[src/rtl/fwd_sel_ctrl.sv]
// Forwarding-select and load-use stall controller. Tracks destination metadata through EX/MEM/WB/RET.
// Sels are combinational from stage registers only; stall is combinational from ID and EX, one cycle per load-use.
module fwd_sel_ctrl #(
    parameter int AW = 5
) (
    input  logic          clk,
    input  logic          rst,
    input  logic          id_valid,
    input  logic [AW-1:0] id_rs1,
    input  logic [AW-1:0] id_rs2,
    input  logic [AW-1:0] id_rd,
    input  logic          id_regwrite,
    input  logic          id_memread,
    input  logic          ex_flush,
    output logic [1:0]    fwd_a_sel,
    output logic [1:0]    fwd_b_sel,
    output logic          stall,
    output logic          ex_valid
);

    logic          ex_valid_q, ex_valid_d;
    logic [AW-1:0] ex_rs1_q, ex_rs1_d;
    logic [AW-1:0] ex_rs2_q, ex_rs2_d;
    logic [AW-1:0] ex_rd_q, ex_rd_d;
    logic          ex_regwrite_q, ex_regwrite_d;
    logic          ex_memread_q, ex_memread_d;

    logic          mem_valid_q, wb_valid_q, ret_valid_q;
    logic [AW-1:0] mem_rd_q, wb_rd_q, ret_rd_q;
    logic          mem_regwrite_q, wb_regwrite_q, ret_regwrite_q;

    function automatic logic writes(input logic v, input logic rw,
                                    input logic [AW-1:0] rd, input logic [AW-1:0] r);
        return v & rw & (rd == r) & (r != '0);
    endfunction

    function automatic logic [1:0] pick(input logic ex_v, input logic [AW-1:0] rs,
                                        input logic m_w, input logic w_w, input logic r_w);
        logic [1:0] s;
        s = 2'b00;
        if (ex_v && rs != '0) begin
            if (m_w)      s = 2'b01;
            else if (w_w) s = 2'b10;
            else if (r_w) s = 2'b11;
        end
        return s;
    endfunction

    always_comb begin
        stall = id_valid & ex_valid_q & ex_memread_q & ex_regwrite_q & (ex_rd_q != '0)
              & ((ex_rd_q == id_rs1) | (ex_rd_q == id_rs2)) & ~ex_flush;
    end

    // Non-valid fields are still loaded on a bubble; the cleared valid bit masks them.
    always_comb begin
        ex_valid_d    = id_valid & ~ex_flush & ~stall;
        ex_rs1_d      = id_rs1;
        ex_rs2_d      = id_rs2;
        ex_rd_d       = id_rd;
        ex_regwrite_d = id_regwrite;
        ex_memread_d  = id_memread;
    end

    always_ff @(posedge clk or posedge rst) begin
        if (rst) begin
            ex_valid_q     <= 1'b0;
            ex_rs1_q       <= '0;
            ex_rs2_q       <= '0;
            ex_rd_q        <= '0;
            ex_regwrite_q  <= 1'b0;
            ex_memread_q   <= 1'b0;
            mem_valid_q    <= 1'b0;
            mem_rd_q       <= '0;
            mem_regwrite_q <= 1'b0;
            wb_valid_q     <= 1'b0;
            wb_rd_q        <= '0;
            wb_regwrite_q  <= 1'b0;
            ret_valid_q    <= 1'b0;
            ret_rd_q       <= '0;
            ret_regwrite_q <= 1'b0;
        end else begin
            ex_valid_q     <= ex_valid_d;
            ex_rs1_q       <= ex_rs1_d;
            ex_rs2_q       <= ex_rs2_d;
            ex_rd_q        <= ex_rd_d;
            ex_regwrite_q  <= ex_regwrite_d;
            ex_memread_q   <= ex_memread_d;
            mem_valid_q    <= ex_valid_q;
            mem_rd_q       <= ex_rd_q;
            mem_regwrite_q <= ex_regwrite_q;
            wb_valid_q     <= mem_valid_q;
            wb_rd_q        <= mem_rd_q;
            wb_regwrite_q  <= mem_regwrite_q;
            ret_valid_q    <= wb_valid_q;
            ret_rd_q       <= wb_rd_q;
            ret_regwrite_q <= wb_regwrite_q;
        end
    end

    // Newest producer wins: MEM, then WB, then RET.
    always_comb begin
        fwd_a_sel = pick(ex_valid_q, ex_rs1_q,
                         writes(mem_valid_q, mem_regwrite_q, mem_rd_q, ex_rs1_q),
                         writes(wb_valid_q,  wb_regwrite_q,  wb_rd_q,  ex_rs1_q),
                         writes(ret_valid_q, ret_regwrite_q, ret_rd_q, ex_rs1_q));
        fwd_b_sel = pick(ex_valid_q, ex_rs2_q,
                         writes(mem_valid_q, mem_regwrite_q, mem_rd_q, ex_rs2_q),
                         writes(wb_valid_q,  wb_regwrite_q,  wb_rd_q,  ex_rs2_q),
                         writes(ret_valid_q, ret_regwrite_q, ret_rd_q, ex_rs2_q));
    end

    assign ex_valid = ex_valid_q;

endmodule

[config.mk]
export PLATFORM = sky130hd
export DESIGN_NAME = fwd_sel_ctrl
export DESIGN_NICKNAME = d
export VERILOG_FILES = /design/src/rtl/fwd_sel_ctrl.sv
export SDC_FILE = /design/constraint.sdc
export NUM_CORES = 1
export LEC_CHECK = 0
export BUFFER_PORTS_ARGS = -buffer_cell sky130_fd_sc_hd__buf_2
export CAP_MARGIN = 10
export CORE_ASPECT_RATIO = 1.4
export CORE_MARGIN = 4
export CORE_UTILIZATION = 46
export DETAILED_ROUTE_END_ITERATION = 16
export PLACE_DENSITY = 0.67
export SYNTH_ARGS = -nofsm -noshare
export SYNTH_HDL_FRONTEND = slang
export SYNTH_SLANG_ARGS = --single-unit
[constraint.sdc]
create_clock -name clk -period 2.2 [get_ports clk]
set_clock_uncertainty 0.05 [all_clocks]
set_input_delay 0.22 -clock clk [delete_from_list [all_inputs] [get_ports clk]]
set_output_delay 0.22 -clock clk [all_outputs]
set_load 0.01 [all_outputs]
# ---- After elaboration in Yosys (flattened, before gate mapping)
# Index checks and enable logic that the tools add are counted.
dict set report totals {
  reg_bits 39
  latchBits 0
  mem_bits_rw 0
  mem_bits_ro 0
  output_inout_bits 6
  elab_cells 62
  memories 0
}
dict set report op_classes {
  addsub 0
  multipliers 0
  div 0
  magnitude_cmp 0
  n_eq_ne 8
  shift 0
  n_mux 8
  bitwise 26
  reduce_logical 5
}
# op count
set op_table {}
lappend op_table {{$eq A5 B5 Y1} 8}
lappend op_table {{$and A1 B1 Y1} 23}
lappend op_table {{$mux W2} 8}
lappend op_table {{$reduce_bool A5 Y1} 3}
lappend op_table {{$logic_and A1 B1 Y1} 2}
lappend op_table {{$not A1 Y1} 2}
lappend op_table {{$or A1 B1 Y1} 1}

# ---- Logic depth before layout (Yosys ltp)
dict set report logic_depth {
  ltp_word 8
  depth_mapped 5
  mapped_depth_nobuf 5
}

# ---- Worst setup path before layout
# Ideal clock, no wire load.
dict set report synth_timing {
  kind {reg2out}
  startpoint {register ex_rs2_q[2]}
  endpoint {output fwd_b_sel[0]}
  arrival_ps 1329
  t_required_ps 1930
  setup_slack_ps 601
  path_stages_with_launch 6
  path_cell_list {dfrtp_1 -> xnor2_1 -> nand4_1 -> nor4b_1 -> o31ai_1 -> a21oi_1}
}
dict set report synth_between {
  elab_chain_cells 7
  word_cells_on_any_way 15
}
# element line
set synth_rtl {}
lappend synth_rtl {{start, declared} 23} ;# logic [AW-1:0] ex_rs2_q, ex_rs2_d;
lappend synth_rtl {{start signal, assigned} 84} ;# ex_rs2_q <= ex_rs2_d;
lappend synth_rtl {{$eq A5 B5 Y1} 34} ;# return v & rw & (rd == r) & (r != '0);
lappend synth_rtl {{$and A1 B1 Y1 (2 in series)} 34}
lappend synth_rtl {{$mux W2} 44} ;# else if (r_w) s = 2'b11;
lappend synth_rtl {{$mux W2} 43} ;# else if (w_w) s = 2'b10;
lappend synth_rtl {{$mux W2} 42} ;# if (m_w) s = 2'b01;
lappend synth_rtl {{$mux W2 *} 41} ;# if (ex_v && rs != '0) begin
lappend synth_rtl {{end, declared} 16} ;# output logic [1:0] fwd_b_sel,
# Mark *: on every way between the ends. The rest lies on a longest branch, timed or not.

# ---- Final worst setup path
dict set report layout_timing {
  startpoint {register ex_rs1_q[0]}
  endpoint {output fwd_a_sel[1]}
}
dict set report layout_between {
  elab_chain_cells 7
  word_cells_on_any_way 15
}
# element line
set layout_rtl {}
lappend layout_rtl {{start, declared} 22} ;# logic [AW-1:0] ex_rs1_q, ex_rs1_d;
lappend layout_rtl {{start signal, assigned} 83} ;# ex_rs1_q <= ex_rs1_d;
lappend layout_rtl {{$eq A5 B5 Y1} 34}
lappend layout_rtl {{$and A1 B1 Y1 (2 in series)} 34}
lappend layout_rtl {{$mux W2} 44}
lappend layout_rtl {{$mux W2} 43}
lappend layout_rtl {{$mux W2} 42}
lappend layout_rtl {{$mux W2 *} 41}
lappend layout_rtl {{end, declared} 15} ;# output logic [1:0] fwd_a_sel,
# Marks and branches as above.

==> results.toml <==
[global_route]
grt_max_degree = 40
first_global_vias = 1241
gr-total-overflow = 0
antenna_found_initial = 0
grt_pass1_wl_um = 5640
grtUsageTotal_pct = 16.9

[place]
gp_congestion = 0.793
portBuffers = 26
hpwl_um = 2360
dpl-instance-area_um2 = 1770

[timing]
fin_tns_setup_ps = 0
period_share_pct = 96.7
setup_violations = 0
worst_pin_slew_ps = 468
slew_viol_final = 0
slew_headroom_pct = 68.8
max_freq_mhz = 470
min_period_ps = 2130
rsz0062_at_grt = "false"
hold_viol = 0

[power]
p_leak_uw = 0.000908
switching_power_uw = 350
pwr-share-comb_pct = 8.5
switching_share_pct = 22.7
powerDensity_nw_per_um2 = 768
ir_drop_uv = 555
p_clk_share_pct = 39.7
power_frac_seq_pct = 51.8
intPower_uw = 1190

[finish]
diodes = 0
nNetsFinal = 190
fill_cells = 280
multiInputGateArea_um2 = 593
regArea_um2 = 977
fin_area_um2 = 2010
syn2layout_area_growth_pct = 26.7
final_layout_size_suffix_gt1_share_pct = 24.1

[setup_path]
crit_fanout = 5
cp_slowest_cell = "dfrtp_2"
slowest_delay_ps = 460
required_ps = 1930
path_delay_family = "simple AND/OR/NAND/NOR gates"
r2r_start = "ex_rd_q[1]"
r2r_cells = 3
worstSetupEndpointType = "primary output"
worst-path-buf-inv = 1
cp.depth = 6
r2r_end = "ex_valid"
worstPathArrival_ps = 1860
critPathLaunchType = "flip-flop"
critPathKind = "flip-flop to primary output"
path_cells = "nor4_2 > nand2_1 > and4b_1 > nand2b_1 > and4_1 > buf_2"
r2r_slack_ps = 730

[hold_path]
hold_class = "primary input to flip-flop"
min_to = "ex_rs2_q[4]"
min-delay-start = "id_rs2[4]"
hold_depth = 1

[synthesis]
syn_area_um2 = 1590
synth_fa_ha_area_share_pct = 0
synth_top_area_share_pct = 61.6
synth_cell_types = 27
ys_warn_count = 0
muxShareOfSynthArea_pct = 0
ys_ff_latch = 39
synth_area_per_cell_um2 = 12.8
ys.flop_type = "dfrtp_1"
synth_largest_area_cell = "dfrtp_1"
synth.most_common_cell = "dfrtp_1"
yosys-top-cells-area = "dfrtp_1, xor2_1, xnor2_1"
synth_top_family_by_area = "XOR/XNOR gates"
synthSimpleGateAreaFrac_pct = 11.2
synth_compound_area_share_pct = 7.02
synth_nets = 145
async_reset_ff_share_pct = 100
synth_edf_count = 0
synthXorXnorAreaFrac_pct = 18.8
synth_common_cells = "dfrtp_1, xor2_1, xnor2_1"
synthCells = 124
seq_area_frac_synth_pct = 61.6

[floorplanning]
die_area_um2 = 4460
num_io_pins = 27
rows = 25
die_h_um = 77.5
core_area_um2 = 3350
die_w_um = 57.6
initial_core_util_pct = 47.4

[detailed_routing]
finalWirelength_um = 3270
wl_per_cell_um = 15.6
ant_nets = 0
viasPerCell = 5.24
drt_iter0_drc = 24
drtPass1Iterations = 3
dr_total_vias = 1101
drc_errors = 0

[clocking]
tritoncts = "done"
post_cts_buffers = 0
h-tree-depth = 2
path_clk_slew_ps = 80
clock-sinks = 39
cts_buffers = 5
worstSkewPairLatency_ps = 290
ctsRootBufferMaster = "clkbuf_8"
clockBufferDepth = 2

[job]
maxCapViolCount = 0

[outcome]
status = "complete, no violations"
## layout by cell type, fill, tap and decap left out
cell           count
a21oi_1            1
a221oi_1           3
a31oi_1            1
and3_1             1
and4_1             1
and4b_1            1
buf_2             26
buf_4              1
bufinv_16          1
clkbuf_8           6
clkinv_2           1
dfrtp_1           38
dfrtp_2            1
dlygate4sd3_1     11
inv_1              6
nand2_1            7
nand2b_1           2
nand3_1            2
nand4_1            3
nor2_1             5
nor3_1             5
nor4_1             2
nor4_2             1
nor4b_2            1
o2111a_1           1
o2111ai_1          1
o21ai_0            1
o21ba_2            1
o221a_2            2
o221ai_1           1
o31ai_1            1
or4_1              1
xnor2_1           12
xor2_1            22
## power groups by stage
stage	registers, uW	clock network [uW]	logic (uW)
final	799	612	131
after global routing	805	651	148
after CTS	799	627	132
after detailed placement	812	0	116
after global placement	810	0	112
after floorplan	799	0	77.8
## cells by family (layout without fill, tap and decap cells)
family / Yosys count / count (layout)
compound gates: 13 / 13
xor+xnor: 34 / 34
buf+inv: 6 / 52
flops: 39 / 39
simple gates: 32 / 32
## metal layers
metal | track usage [%] | part of all wire [%]
met1 | 16.9 | 36
met2 | 30.5 | 56
met3 | 4.16 | 5.0
met4 | 9.51 | 3.0
met5 | 0 | 0
## final cells by class
| class | count | share of cell area, % |
|---|---|---|
| clock buffer | 6 | 4.11 |
| clock inverter | 2 | 1.74 |
| tap | 40 | 2.49 |
| inverter | 6 | 1.12 |
| sequential | 39 | 48.7 |
| multi-input combinational | 79 | 29.5 |
| timing repair buffer | 38 | 12.3 |
## per-stage QoR
stage	instances	util [%]	total power, uW	hold WS (ps)	setup slack, ps
2_1_floorplan	124	-	877	201	601
3_3_place_gp	191	53.0	922	278	428
3_5_place_dp	191	53.0	928	279	369
4_1_cts	210	59.8	1560	1.51	44.5
5_1_grt	210	60.0	1600	6.09	0.217
6_report	210	60.0	1540	11.5	73.3
## repair_timing
| action | CTS | global route |
|---|---|---|
| endpoints found under the hold margin | 39 | 0 |
| gates resized for setup | 0 | 2 |
| setup endpoints to repair | 0 | 3 |
| hold buffers | 11 | 0 |
## worst max-delay path by stage
stage	to	from	slack, ps
4_1_cts	fwd_b_sel[0]	ex_rs2_q[0]	40
5_1_grt	fwd_a_sel[1]	ex_rs1_q[0]	0.2
3_5_place_dp	fwd_b_sel[0]	ex_rs2_q[0]	370
3_3_place_gp	fwd_b_sel[0]	ex_rs2_q[2]	430
2_1_floorplan	fwd_b_sel[0]	ex_rs2_q[2]	600
6_report	fwd_a_sel[1]	ex_rs1_q[0]	70
## worst reg2reg max path, cell delays in order, from the launching register on
cell	delay, ps
dfrtp_1	430
or4_1	540
o2111ai_1	240
o21ba_2	150
## sequential cells by signal, indices dropped and copies added (netlist names)
signal          flops
wb_rd_q             5
mem_regwrite_q      1
mem_valid_q         1
ex_rs1_q            5
wb_valid_q          1
mem_rd_q            5
ex_regwrite_q       1
ret_valid_q         1
wb_regwrite_q       1
ex_memread_q        1
ret_regwrite_q      1
ex_rs2_q            5
ret_rd_q            5
ex_valid            1
ex_rd_q             5
Note: power is estimated with default switching activity, not from simulation.
